### src/rtl/mux4_1_rr_collector.sv
// 4-to-1 round-robin stream collector with burst-locked grants and one registered output stage.
// Each output beat carries the index of the lane it came from.

module mux4_1_rr_lane #(
  parameter int         DATA_WIDTH = 8,
  parameter logic [1:0] LANE       = 2'd0
) (
  input  logic                  sel_en_i,
  input  logic [1:0]            grant_i,
  input  logic                  valid_i,
  input  logic [DATA_WIDTH-1:0] data_i,
  output logic                  ready_o,
  output logic                  take_o,
  output logic [DATA_WIDTH-1:0] data_o
);
  // Ready depends only on FSM/output-slot state, never on valid.
  assign ready_o = sel_en_i && (grant_i == LANE);
  assign take_o  = ready_o && valid_i;
  // Masked data lets the top OR-reduce lanes instead of building a wide mux.
  assign data_o  = take_o ? data_i : '0;
endmodule

module mux4_1_rr_collector #(
  parameter int DATA_WIDTH = 8,
  parameter int BURST_LEN  = 4
) (
  input  logic                    clk,
  input  logic                    reset,
  input  logic [4*DATA_WIDTH-1:0] in_data,
  input  logic [3:0]              in_valid,
  output logic [3:0]              in_ready,
  output logic [DATA_WIDTH-1:0]   out_data,
  output logic [1:0]              out_sel,
  output logic                    out_valid,
  input  logic                    out_ready,
  output logic                    busy
);
  localparam int NUM_LANES = 4;
  localparam int CNT_W     = (BURST_LEN > 1) ? $clog2(BURST_LEN) : 1;
  localparam logic [CNT_W-1:0] LAST_BEAT = CNT_W'(BURST_LEN - 1);

  typedef enum logic {IDLE, BURST} state_t;

  state_t                 state_q, state_d;
  logic [1:0]             grant_q, grant_d;
  logic [1:0]             rr_ptr_q, rr_ptr_d;
  logic [CNT_W-1:0]       beat_cnt_q, beat_cnt_d;
  logic [DATA_WIDTH-1:0]  out_data_q, out_data_d;
  logic [1:0]             out_sel_q, out_sel_d;
  logic                   out_valid_q, out_valid_d;

  logic                                   can_load;
  logic                                   sel_en;
  logic                                   accept;
  logic [NUM_LANES-1:0][DATA_WIDTH-1:0]   lane_data;
  logic [NUM_LANES-1:0][DATA_WIDTH-1:0]   lane_masked;
  logic [NUM_LANES-1:0]                   lane_take;
  logic [DATA_WIDTH-1:0]                  mux_data;
  logic                                   arb_found;
  logic [1:0]                             arb_lane;

  assign lane_data = in_data;
  assign can_load  = !out_valid_q || out_ready;
  assign sel_en    = can_load && (state_q == BURST);

  for (genvar g = 0; g < NUM_LANES; g++) begin : g_lane
    mux4_1_rr_lane #(
      .DATA_WIDTH (DATA_WIDTH),
      .LANE       (2'(g))
    ) u_lane (
      .sel_en_i (sel_en),
      .grant_i  (grant_q),
      .valid_i  (in_valid[g]),
      .data_i   (lane_data[g]),
      .ready_o  (in_ready[g]),
      .take_o   (lane_take[g]),
      .data_o   (lane_masked[g])
    );
  end

  assign accept = |lane_take;

  always_comb begin
    mux_data = '0;
    for (int i = 0; i < NUM_LANES; i++) mux_data = mux_data | lane_masked[i];
  end

  // Rotating priority search starting at rr_ptr; 2-bit index wraps naturally.
  always_comb begin
    arb_found = 1'b0;
    arb_lane  = rr_ptr_q;
    for (int k = 0; k < NUM_LANES; k++) begin
      if (!arb_found && in_valid[rr_ptr_q + 2'(k)]) begin
        arb_found = 1'b1;
        arb_lane  = rr_ptr_q + 2'(k);
      end
    end
  end

  always_comb begin
    state_d     = state_q;
    grant_d     = grant_q;
    rr_ptr_d    = rr_ptr_q;
    beat_cnt_d  = beat_cnt_q;
    out_data_d  = out_data_q;
    out_sel_d   = out_sel_q;
    out_valid_d = out_valid_q;

    if (accept) begin
      out_data_d  = mux_data;
      out_sel_d   = grant_q;
      out_valid_d = 1'b1;
    end else if (out_ready) begin
      out_valid_d = 1'b0;
    end

    unique case (state_q)
      IDLE: begin
        if (arb_found) begin
          grant_d    = arb_lane;
          beat_cnt_d = '0;
          state_d    = BURST;
        end
      end
      BURST: begin
        // A stalled grant simply waits; producers are trusted to finish bursts.
        if (accept) begin
          if (beat_cnt_q == LAST_BEAT) begin
            beat_cnt_d = '0;
            rr_ptr_d   = grant_q + 2'd1;
            state_d    = IDLE;
          end else begin
            beat_cnt_d = beat_cnt_q + CNT_W'(1);
          end
        end
      end
      default: state_d = IDLE;
    endcase
  end

  always_ff @(posedge clk) begin
    if (reset) begin
      state_q     <= IDLE;
      grant_q     <= '0;
      rr_ptr_q    <= '0;
      beat_cnt_q  <= '0;
      out_data_q  <= '0;
      out_sel_q   <= '0;
      out_valid_q <= 1'b0;
    end else begin
      state_q     <= state_d;
      grant_q     <= grant_d;
      rr_ptr_q    <= rr_ptr_d;
      beat_cnt_q  <= beat_cnt_d;
      out_data_q  <= out_data_d;
      out_sel_q   <= out_sel_d;
      out_valid_q <= out_valid_d;
    end
  end

  assign out_data  = out_data_q;
  assign out_sel   = out_sel_q;
  assign out_valid = out_valid_q;
  assign busy      = (state_q == BURST) || out_valid_q;

endmodule

### config.mk
export PLATFORM = sky130hd
export DESIGN_NAME = mux4_1_rr_collector
export DESIGN_NICKNAME = d
export VERILOG_FILES = /design/src/rtl/mux4_1_rr_collector.sv
export SDC_FILE = /design/constraint.sdc
export NUM_CORES = 1
export LEC_CHECK = 0
export BUFFER_PORTS_ARGS = -buffer_cell sky130_fd_sc_hd__buf_4
export CORE_MARGIN = 1.5
export CORE_UTILIZATION = 45
export CTS_BUF_LIST = sky130_fd_sc_hd__clkbuf_16
export CTS_CLUSTER_SIZE = 28
export DETAILED_ROUTE_END_ITERATION = 10
export HOLD_SLACK_MARGIN = 0.06
export PLACE_DENSITY = 0.79
export SETUP_SLACK_MARGIN = 0.4
export SYNTH_ARGS = -nofsm -noshare
export SYNTH_HDL_FRONTEND = slang
export SYNTH_HIERARCHICAL = 1
export SYNTH_SLANG_ARGS = --single-unit
### constraint.sdc
create_clock -name clk -period 2.5 [get_ports clk]
set_clock_uncertainty 0.05 [all_clocks]
set_input_delay 0.125 -clock clk [delete_from_list [all_inputs] [get_ports clk]]
set_output_delay 0.125 -clock clk [all_outputs]
set_load 0.05 [all_outputs]
# Word-level counts from Yosys, hierarchy flattened
# Index checks and enable logic that the tools add are counted.
[word_totals] word_cells=79 out_inout_bits=16 in_bits=39 ff_bits=18
[classes] n_bitwise=4 muxes=29 reduce_logical=24 add_sub_neg=5 magnitude_cmp=4 n_eq_ne=6
[ops] operator="$mux W8" count=4
[ops] operator="$or A8 B8 Y8" count=3
[ops] operator="$mux W1" count=13
[ops] operator="$logic_and A1 B1 Y1" count=12
[ops] operator="$lt A2 B3 Y1 const B" count=4
[ops] operator="$mux W2" count=6
[ops] operator="$bmux W1 S2" count=4
[ops] operator="$add A2 B1 Y2 const B" count=3
[ops] operator="$eq A2 B2 Y1 const B" count=3
[ops] operator="$add A2 B2 Y2 const B" count=2
[ops] operator="$logic_not A1 Y1" count=4
[ops] operator="$pmux W2 S2" count=1
[ops] operator="$reduce_and A2 Y1" count=2
[ops] operator="$reduce_or A4 Y1" count=1
[ops] operator="$reduce_and A3 Y1" count=1
[ops] operator="$eq A2 B1 Y1 const B" count=1
[ops] operator="$logic_not A2 Y1" count=1
[ops] operator="$logic_or A1 B1 Y1" count=2
[ops] operator="$ne A2 B1 Y1 const B" count=1
[ops] operator="$ne A2 B2 Y1 const B" count=1
[ops] operator="$pmux W1 S2" count=1
[ops] operator="$reduce_bool A2 Y1" count=1
[ops] operator="$not A1 Y1" count=1

# Depth between registers and ports, before layout
# Gate-level depths: netlist of the first run.
[logic_depth] word_depth=14 ltp_mapped=8 mapped_depth_nobuf=7

# Cells and area by module
# The synthesis of the first run kept the hierarchy.
[by_module_without_submodules] mod="mux4_1_rr_collector" seq_area_each_um2=360.3 area_each_um2=815.8 instances=1 cells_each=93
[by_module_without_submodules] mod="mux4_1_rr_lane (g_lane[1].u_lane ...)" seq_area_each_um2=0.0 area_each_um2=78.8 instances=2 cells_each=12
[by_module_without_submodules] mod="mux4_1_rr_lane (g_lane[3].u_lane)" seq_area_each_um2=0.0 area_each_um2=96.3 instances=1 cells_each=11
[by_module_without_submodules] mod="mux4_1_rr_lane (g_lane[0].u_lane)" seq_area_each_um2=0.0 area_each_um2=81.3 instances=1 cells_each=11

# Worst setup path before layout of the first run
# Ideal clock, no wire load.
[synth_timing] path_type="reg2reg" startpoint="register out_valid_q, in the netlist out_valid" endpoint="register rr_ptr_q[0]" path_buffers=1 path_slack_ns=0.120 arrival_ns=2.196 setup_ns=0.134 period_less_slack_ns=2.380 stages_incl_launch_ff=9 required_ns=2.316 cell_sequence="dfxtp_1 nand2b_1 and2_1 and4b_1 buf_6 or4_4 and3_4 nor2_1 a211oi_2"
[synth_via] elab_chain_cells=7 elab_cells_between_ends=13 classes_between="13 x reduce/logical"
[synth_lines] item="from (decl)" line_no="50" text="logic out_valid_q, out_valid_d;"
[synth_lines] item="from (signal assigned)" line_no="157" text="out_valid_q <= out_valid_d;"
[synth_lines] item="$logic_not A1 Y1" line_no="63" text="assign can_load = !out_valid_q || out_ready;"
[synth_lines] item="$logic_or A1 B1 Y1" line_no="63"
[synth_lines] item="$logic_and A1 B1 Y1" line_no="64" text="assign sel_en = can_load && (state_q == BURST);"
[synth_lines] item="named net sel_en" line_no="53" text="logic sel_en;"
[synth_lines] item="$logic_and A1 B1 Y1" line_no="17" text="assign ready_o = sel_en_i && (grant_i == LANE);"
[synth_lines] item="$logic_and A1 B1 Y1" line_no="18" text="assign take_o = ready_o && valid_i;"
[synth_lines] item="named net lane_take[1]" line_no="57" text="logic [NUM_LANES-1:0] lane_take;"
[synth_lines] item="$reduce_or A4 Y1" line_no="81" text="assign accept = |lane_take;"
[synth_lines] item="$reduce_and A3 Y1 (no source line)"
[synth_lines] item="to (signal assigned)" line_no="153" text="rr_ptr_q <= rr_ptr_d;"
[synth_lines] item="to (decl)" line_no="46" text="logic [1:0] rr_ptr_q, rr_ptr_d;"
# The timed path passes the listed nets, and every way through them passes these cells.
# A chain may end at the register's enable or synchronous reset.

# Worst setup path after layout of the first run
[layout_timing] startpoint="register out_valid_q, in the netlist out_valid" endpoint="register beat_cnt_q[0]"
[layout_via] elab_chain_cells=8 elab_cells_between_ends=14 classes_between="1 x eq/ne; 13 x reduce/logical"
[layout_lines] item="$logic_not A1 Y1" line_no="63"
[layout_lines] item="$logic_or A1 B1 Y1" line_no="63"
[layout_lines] item="$logic_and A1 B1 Y1" line_no="64"
[layout_lines] item="named net sel_en" line_no="53"
[layout_lines] item="$logic_and A1 B1 Y1" line_no="17"
[layout_lines] item="$logic_and A1 B1 Y1" line_no="18"
[layout_lines] item="named net lane_take[3]" line_no="57"
[layout_lines] item="$reduce_or A4 Y1" line_no="81"
[layout_lines] item="$ne A2 B1 Y1 (no source line)"
[layout_lines] item="$reduce_and A2 Y1 (no source line)"
[layout_lines] item="to (signal assigned)" line_no="154" text="beat_cnt_q <= beat_cnt_d;"
[layout_lines] item="to (decl)" line_no="47" text="logic [CNT_W-1:0] beat_cnt_q, beat_cnt_d;"
# The timed path passes the listed nets, and every way through them passes these cells.

==> results of run 1 <==
-- metrics by stage --
stage | instance area, µm² | power, mW | utilization (%) | hold WS (ns) | instances
6_report | 1695 | 0.7952 | 69.06 | 0.1254 | 227
5_1_grt | 1695 | 0.8288 | 69.06 | 0.1491 | 227
4_1_cts | 1677 | 0.8027 | 68.30 | 0.1271 | 225
3_3_place_gp | 1570 | 0.4715 | 63.97 | 0.3718 | 218
2_1_floorplan | 1157 | 0.3961 | - | 0.2653 | 139
3_5_place_dp | 1570 | 0.4756 | 63.97 | 0.3900 | 218
-- power by group --
part	total [mW]	switching, mW	internal [mW]
Clock	0.315	0.103	0.212
Sequential	0.304	0.00804	0.296
Combinational	0.176	0.0908	0.0857
-- cell families (layout without fill, tap and decap cells) --
logic type / count (synthesis) / in the layout / share of synthesized area, %
muxes: 1 / 1 / 0.8696
buffers and inverters: 12 / 70 / 6.413
xor gates and xnor gates: 1 / 1 / 0.7610
AOI/OAI and AO/OA: 32 / 32 / 19.89
DFF: 18 / 18 / 31.30
adders and majority gates: 1 / 1 / 1.087
and+or+nand+nor: 74 / 74 / 39.68
-- worst max-delay path, stage by stage, from the launching register on --
cell and delay [ns]:
dfxtp_4 0.34, nand2b_1 0.07, and2_4 0.19, and4_4 0.23, or4_4 0.60, mux2i_2 0.22, nand2_1 0.09, a21oi_1 0.16
-- routing by layer --
metal	part of all wire, %	GRT usage [%]	wire [µm]	vias to the layer above
met4	1.6	9.402	53	0
met5	0	0	0	-
met3	7.2	2.500	237	6
met2	51	45.88	1671	51
met1	40	26.67	1330	589
li1	-	-	-	612
-- state kept, by name (all words and copies together) (netlist names) --
| register | flops |
|---|---|
| out_valid | 1 |
| out_sel | 2 |
| grant_q | 2 |
| rr_ptr_q | 2 |
| beat_cnt_q | 2 |
| state_q | 1 |
| out_data | 8 |
-- final cells by class --
class                   instances  area, µm²
repair buffers                 62      465.4
inverters                       4      15.01
clock inverters                 1      3.754
flip-flops and latches         18      365.4
multi-input cells             109      733.2
fillers                       211      759.5
well taps                      30      37.54
clock buffers                   3      75.07
-- Yosys cell counts, drive strengths merged (3+ instances only) --
cell type	number	area, µm²
a21oi	13	65.06
dfxtp	18	360.4
nand2	17	63.81
o41ai	9	78.83
nor2	8	30.03
and2	33	232.7
a211oi	3	32.53
buf	6	51.30
inv	4	15.01
-- worst max-delay path by stage --
stage | start | endpoint | slack (ns)
2_1_floorplan | out_valid | rr_ptr_q[0] | 0.41
3_3_place_gp | out_valid | rr_ptr_q[0] | 0.40
3_5_place_dp | out_valid | rr_ptr_q[0] | 0.33
4_1_cts | out_valid | beat_cnt_q[0] | 0.42
5_1_grt | out_valid | rr_ptr_q[0] | 0.41
6_report | out_valid | beat_cnt_q[0] | 0.48
-- repair_timing --
item,CTS,global route
setup buffers,3,2
setup endpoints to repair,4,10
endpoints found under the hold margin,0,0
pin swaps,2,1
gates resized for setup,2,3
==> reports/metrics.csv, run 1 <==
stage,metric,value,unit
global_route,initial antenna violation count,0,
sta,Tightest Pin Transition,0.4403,ns
placement,Port Buffers,54,
finish,Nets,238,
sta,fin. max-slew vios,0,
sta,Final setup viols,0,
die,I/O Pins,55,
min_path,hold depth,3,
min_path,hold endpoint,out_valid,
yosys,Async SR Flop Fraction,0,%
clock_tree,clock network latency to the later pin of the worst-skew pair,0.25,ns
sta,maximum clock frequency,0.4952,GHz
setup_path,R2R depth,7,
drt,Final Routed Wirelength,3293,µm
global_route,grt total ovfl,0,
yosys,synthesized area per cell,8.281,µm²
clock_tree,CTS Buffer Depth,2,
clock_tree,clock sinks,18,
power_and_ir_drop,Power per Cell Area,469.1,mW/mm²
clock_tree,CTS Hold Bufs,0,
min_path,Hold Path Class,in2reg,
sta,final worst-path cycle share,80.77,%
outcome,status,completed,
drt,routed vias/inst,5.542,
setup_path,CP max FO,10,
yosys,Mapped Area,0.001151,mm²
finish,most frequent cells in the layout,"buf_4 (62), and2_1 (19), nand2_1 (17)",
sta,relative slew slack,69.89,%
global_route,overall routing resource usage,23.93,%
clock_tree,"CTS clk-pin slew, worst paths",0.05,ns
finish,"most common cell after layout, fill and taps aside",buf_4,
power_and_ir_drop,leakage,0.7653,nW
die,Core Region,0.002455,mm²
yosys,"flops & latches, synth",18,
die,total die area,0.002870,mm²
die,Rows,18,
sta,unrepaired setup endpoints after global routing,no,
drt,DR DRC count,0,
die,Starting Density,46.89,%
drt,Avg WL per Cell,14.51,µm
setup_path,crit path DAT,2.14,ns
drt,drt pass-1 iters,4,
power_and_ir_drop,Worst VDD drop,0.4698,mV
drt,post-route antenna net violation count,0,
setup_path,Crit. End Element,register,
setup_path,worst r2r dst,beat_cnt_q[0],
drt,via count,1258,
global_route,largest net degree at the start of global routing,20,
die,die width,53.58,µm
run,maxcap violations,0,
yosys,Netlist cell types,37,
finish,layout cell share with drive strength beyond 1,46.19,%
yosys,Mapped Nets,179,
global_route,vias in the first global route,1162,
setup_path,flop-to-flop setup slack,0.48,ns
drt,Starting DRT DRC Count,15,
placement,Place WS,0.3323,ns
setup_path,crit path launch type,register,
sta,Setup TNS,0,ns
setup_path,R2R Path Start,out_valid,
clock_tree,CTS tree,done,
sta,final hold vios,0,
placement,routability cong.,0.8036,
clock_tree,CTS Buf Count,3,
clock_tree,H-tree levels,1,
finish,Layout area overhead,47.28,%
die,die height,53.58,µm
yosys,Gate Count Post-Synth,139,
yosys,total number of yosys warnings,6,
clock_tree,Root Buffer,clkbuf_16,
sta,minimum clock period,2.019,ns
placement,HPWL Detailed,2505,µm
setup_path,Crit path required time,2.62,ns
sta,final worst setup slack,0.4807,ns
yosys,Post-synth EDFFs,0,
global_route,first-pass GRT wire length,4974,µm
finish,diode count,0,
min_path,Hold Startpoint,out_ready,
setup_path,critical path class,reg2reg,
yosys,"Seq/Total Area, Yosys",31.30,%
yosys,ys flop type,dfxtp_1,
Note: power is estimated with default switching activity, not from simulation.
==> run 2: changes to the inputs <==
clock period = 1.87 ns   (was 2.5 ns; I/O delays follow)
==> run 2 against run 1 <==
  * The flow now finishes with violations (setup timing)
  * Register-to-register slack worse by 0.50 ns
  * Final cell count up 3.1%
  * Sequential cell count did not move
  * Worst hold slack better by 0.0032 ns
  * Sequential share of layout area down 2.0 points
  * Die area is the same
  * Critical path depth unchanged
  * Combinational power grew 53%
  * Critical path type unchanged
  * Highest routed layer unchanged
==> reports/metrics.csv, run 2 (synthesized netlist as in run 1, its figures left out) <==
stage,metric,value,unit
power_and_ir_drop,leakage,0.8584,nW
finish,Nets,245,
global_route,first-pass GRT wire length,5319,µm
clock_tree,clock network latency to the later pin of the worst-skew pair,0.24,ns
die,Core Region,0.002455,mm²
drt,via count,1259,
clock_tree,CTS tree,done,
die,Starting Density,46.89,%
clock_tree,CTS Buf Count,3,
outcome,status,finished with violations,
drt,DR DRC count,0,
setup_path,Critical Path Max Stage Delay,0.58,ns
sta,Final setup viols,3,
global_route,grt total ovfl,0,
finish,"most common cell after layout, fill and taps aside",buf_4,
clock_tree,"CTS clk-pin slew, worst paths",0.05,ns
finish,most frequent cells in the layout,"buf_4 (64), and2_1 (19), dfxtp_1 (17)",
min_path,hold depth,2,
setup_path,critical path's slowest cell,or4_4,
clock_tree,CTS Hold Bufs,0,
die,total die area,0.002870,mm²
sta,relative slew slack,75.02,%
drt,Avg WL per Cell,14.28,µm
setup_path,critical path class,reg2reg,
placement,routability cong.,0.8769,
finish,max FFs per register,8,
outcome,failing checks,setup timing,
drt,drt pass-1 iters,4,
sta,final hold vios,0,
finish,multi-input logic area,829.5,µm²
sta,fin. max-slew vios,0,
drt,Final Routed Wirelength,3341,µm
finish,diode count,0,
finish,fill cell count,186,
clock_tree,Root Buffer,clkbuf_16,
die,die width,53.58,µm
global_route,vias in the first global route,1195,
sta,maximum clock frequency,0.5292,GHz
setup_path,crit path launch type,register,
sta,Setup TNS,-0.03266,ns
finish,layout cell share with drive strength beyond 1,53.92,%
die,Rows,18,
finish,Util after Layout,75.84,%
clock_tree,CTS Buffer Depth,2,
die,die height,53.58,µm
setup_path,Crit path required time,2.00,ns
setup_path,flop-to-flop setup slack,-0.02,ns
placement,HPWL Detailed,2396,µm
global_route,initial antenna violation count,0,
global_route,overall routing resource usage,25.26,%
drt,routed vias/inst,5.380,
power_and_ir_drop,Total Power,1.089,mW
min_path,Hold Path Class,in2reg,
sta,Tightest Pin Transition,0.3652,ns
setup_path,critical path depth,7,
setup_path,worst-path cell chain,"nand2b_4, and2_4, and4b_1, or4_4, mux2i_2, nand2_1, a21oi_2",
sta,minimum clock period,1.890,ns
drt,Starting DRT DRC Count,29,
die,I/O Pins,55,
setup_path,CP max FO,5,
sta,unrepaired setup endpoints after global routing,yes,
setup_path,R2R depth,7,
sta,final worst setup slack,-0.01978,ns
setup_path,crit path DAT,2.02,ns
drt,post-route antenna net violation count,0,
clock_tree,H-tree levels,1,
clock_tree,clock sinks,18,
placement,Port Buffers,54,
setup_path,WP buf/inv,0,
finish,FF/Latch Area,364.1,µm²
global_route,largest net degree at the start of global routing,20,
power_and_ir_drop,Worst VDD drop,0.6126,mV
run,maxcap violations,0,
power_and_ir_drop,Power per Cell Area,584.9,mW/mm²
setup_path,Crit. End Element,register,
setup_path,family with the most delay on the worst path,simple AND/OR/NAND/NOR gates,
finish,Layout area overhead,61.74,%
sta,final worst-path cycle share,101.1,%
==> run 2: cell count changes in the layout (fill, tap and decap cells not counted), sizes merged <==
cell | previous run | this run
clkinv | 0 | 1
inv | 5 | 4
buf | 62 | 69
==> run 2: what timing repair did <==
action	4_1_cts	5_1_grt
resized for setup	11	6
pin swaps	12	11
buffers inserted	3	0
setup endpoints to repair	16	19
endpoints found under the hold margin	0	0
==> run 2: layout make-up <==
type                            instances  share of cell area [%]
Inverter                                4                  0.8064
Tap cell                               30                   2.016
Clock inverter                          1                  0.2016
Clock buffer                            3                   4.032
Timing Repair Buffer                   69                   28.83
Multi-Input combinational cell        109                   44.56
Sequential cell                        18                   19.56
==> run 2: worst reg2reg max path, cell delays in order, from the launching register on <==
cell      delay [ns]
dfxtp_4         0.36
nand2b_4        0.06
and2_4          0.15
and4b_1         0.20
or4_4           0.58
mux2i_2         0.21
nand2_1         0.10
a21oi_2         0.13
==> run 2: path summary, 6_finish.rpt <==
| check | end | from |
|---|---|---|
| worst max-delay path | beat_cnt_q[0] | out_valid |
| worst min-delay path | out_valid | reset |
| worst max register to register | beat_cnt_q[0] | out_valid |
| worst min register to register | out_sel[1] | out_sel[1] |
==> run 2: metrics by stage <==
step                std cells  cell area, µm²  hold WS, ns  setup WS (ns)
finish                    234            1862       0.1285       -0.01978
detailed placement        227            1673       0.3330       -0.01810
global placement          227            1673       0.3264        0.03514
floorplan                 139            1201       0.2312        -0.1701
CTS                       234            1836       0.1180      -0.007053
global route              234            1862       0.1314       -0.08406
==> run 2: report_power, final <==
| part | switching [mW] | total, mW | internal, mW |
|---|---|---|---|
| Clock | 0.131 | 0.415 | 0.283 |
| Combinational | 0.133 | 0.270 | 0.137 |
| Sequential | 0.00880 | 0.404 | 0.395 |
| Total | 0.273 | 1.09 | 0.816 |
==> run 2: per-layer routing <==
metal | up-vias | track usage, % | wire length, µm
met1 | 584 | 27.84 | 1339
met3 | 6 | 4.722 | 224
met2 | 45 | 46.30 | 1732
li1 | 624 | - | -
met4 | 0 | 11.97 | 44
met5 | - | 0 | 0
==> run 3: changes to the inputs <==
clock period = 2.3 ns   (was 1.87 ns; I/O delays follow)
==> run 3 against run 2 <==
  * Non-clock buffer count fell by 3
  * Maximum frequency fell by 1.4%
  * The flow now finishes without violations
  * Worst hold slack improved by 0.00076 ns
  * Sequential cell count did not move
  * Count of clock-buffer cells in the layout did not move
  * Wire length rose by 0.96%
  * Clock power fell by 15%
  * Largest cell class unchanged
  * Via count fell by 1.5%
  * Global-route usage fell by 1.8 points
==> reports/metrics.csv, run 3 (synthesized netlist as in run 1, its figures left out) <==
stage,metric,value,unit
sta,fin. max-slew vios,0,
setup_path,Crit. End Element,register,
drt,met3 WL,261,µm
finish,Util after Layout,73.29,%
clock_tree,CTS Hold Bufs,0,
drt,Avg WL per Cell,14.60,µm
outcome,status,completed,
power_and_ir_drop,sequential power share,37.4,%
sta,final worst setup slack,0.3840,ns
finish,post-route non-filler standard cell count,231,
sta,final worst-path cycle share,83.30,%
die,Starting Density,46.89,%
placement,Placed Instances,220,
power_and_ir_drop,Switch Pwr,0.2334,mW
global_route,largest net degree at the start of global routing,20,
clock_tree,CTS tree,done,
drt,via count,1240,
die,Core Region,0.002455,mm²
setup_path,R2R depth,7,
drt,Post-Route M1 WL,1360,µm
finish,"most common cell after layout, fill and taps aside",buf_4,
setup_path,CP max FO,7,
clock_tree,CTS Buf Count,3,
sta,Final setup viols,0,
sta,unrepaired setup endpoints after global routing,yes,
clock_tree,CTS Buffer Depth,2,
placement,Port Buffers,54,
sta,relative slew slack,75.08,%
sta,Tightest Pin Transition,0.3643,ns
clock_tree,clock network latency to the later pin of the worst-skew pair,0.25,ns
global_route,initial antenna violation count,0,
power_and_ir_drop,proportion of power drawn by the clock network,39.8,%
power_and_ir_drop,Total Power,0.8869,mW
finish,Layout area overhead,56.30,%
clock_tree,"CTS clk-pin slew, worst paths",0.06,ns
setup_path,critical path class,reg2reg,
sta,hold slack final,0.1293,ns
finish,most frequent cells in the layout,"buf_4 (63), and2_1 (19), nand2_1 (17)",
setup_path,Crit path required time,2.38,ns
die,die height,53.58,µm
placement,HPWL Detailed,2317,µm
global_route,vias in the first global route,1190,
power_and_ir_drop,Int Pwr,0.6535,mW
sta,minimum clock period,1.916,ns
global_route,overall routing resource usage,23.42,%
drt,Top Layer Used,met4,
die,I/O Pins,55,
placement,Place WS,0.2799,ns
finish,diode count,0,
sta,Setup TNS,0,ns
finish,Nets,242,
placement,routability cong.,0.8348,
drt,Final Routed Wirelength,3373,µm
min_path,hold depth,2,
power_and_ir_drop,Worst VDD drop,0.4522,mV
drt,drt pass-1 iters,4,
finish,layout cell share with drive strength beyond 1,51.24,%
finish,max FFs per register,8,
sta,maximum clock frequency,0.5219,GHz
power_and_ir_drop,Sw Share,26.32,%
finish,fin area,0.001799,mm²
drt,met2 wire length,1692,µm
placement,area post-placement,0.001595,mm²
clock_tree,clock sinks,18,
clock_tree,Root Buffer,clkbuf_16,
power_and_ir_drop,Power per Cell Area,492.9,mW/mm²
die,Rows,18,
min_path,Hold Path Class,in2reg,
drt,Starting DRT DRC Count,10,
power_and_ir_drop,leakage,0.8389,nW
global_route,grt total ovfl,0,
die,total die area,0.002870,mm²
finish,fill cell count,170,
clock_tree,H-tree levels,1,
power_and_ir_drop,Logic pwr share,22.8,%
setup_path,crit path DAT,2.00,ns
run,maxcap violations,0,
drt,routed vias/inst,5.368,
drt,post-route antenna net violation count,0,
global_route,first-pass GRT wire length,4933,µm
die,die width,53.58,µm
drt,DR DRC count,0,
sta,final hold vios,0,
setup_path,crit path launch type,register,
[run 3: layout make-up]
type / instances / area (µm²) / area share [%]
clock buffer: 3 / 75.07 / 4.172
sequential: 18 / 365.4 / 20.31
tap: 30 / 37.54 / 2.086
inverter: 4 / 15.01 / 0.8345
multi-input combinational: 109 / 802.0 / 44.58
timing repair buffer: 66 / 500.5 / 27.82
clock inverter: 1 / 3.754 / 0.2086
[run 3: routing by layer]
metal | global-route usage, % | vias to the layer above
met5 | 0 | -
met3 | 4.167 | 9
li1 | - | 614
met1 | 24.83 | 565
met2 | 45.68 | 52
met4 | 8.120 | 0
[run 3: path summary, 6_finish.rpt]
path / start / to / slack (ns)
worst min register to register: out_data[1] / out_data[1] / 0.40
worst min-delay path: reset / out_valid / 0.13
worst max-delay path: out_valid / rr_ptr_q[0] / 0.38
worst max register to register: out_valid / rr_ptr_q[0] / 0.38
[run 3: power groups by stage]
stage / logic (mW) / clock network (mW) / registers [mW]
floorplan: 0.0768 / 0 / 0.355
global placement: 0.177 / 0 / 0.336
detailed placement: 0.179 / 0 / 0.337
CTS: 0.186 / 0.359 / 0.331
global route: 0.214 / 0.375 / 0.333
finish: 0.202 / 0.353 / 0.332
[run 3: timing repair]
action,CTS,global route
setup buffers,4,2
resized for setup,2,13
setup endpoints to repair,5,15
cloned,0,1
pin swaps,2,8
[run 3: critical path, stage by stage (launching register included)]
cell,delay [ns]
dfxtp_4,0.36
nand2b_4,0.05
and2_4,0.17
and4b_2,0.24
or4_4,0.54
and3_4,0.24
nor2_4,0.11
a211oi_2,0.03
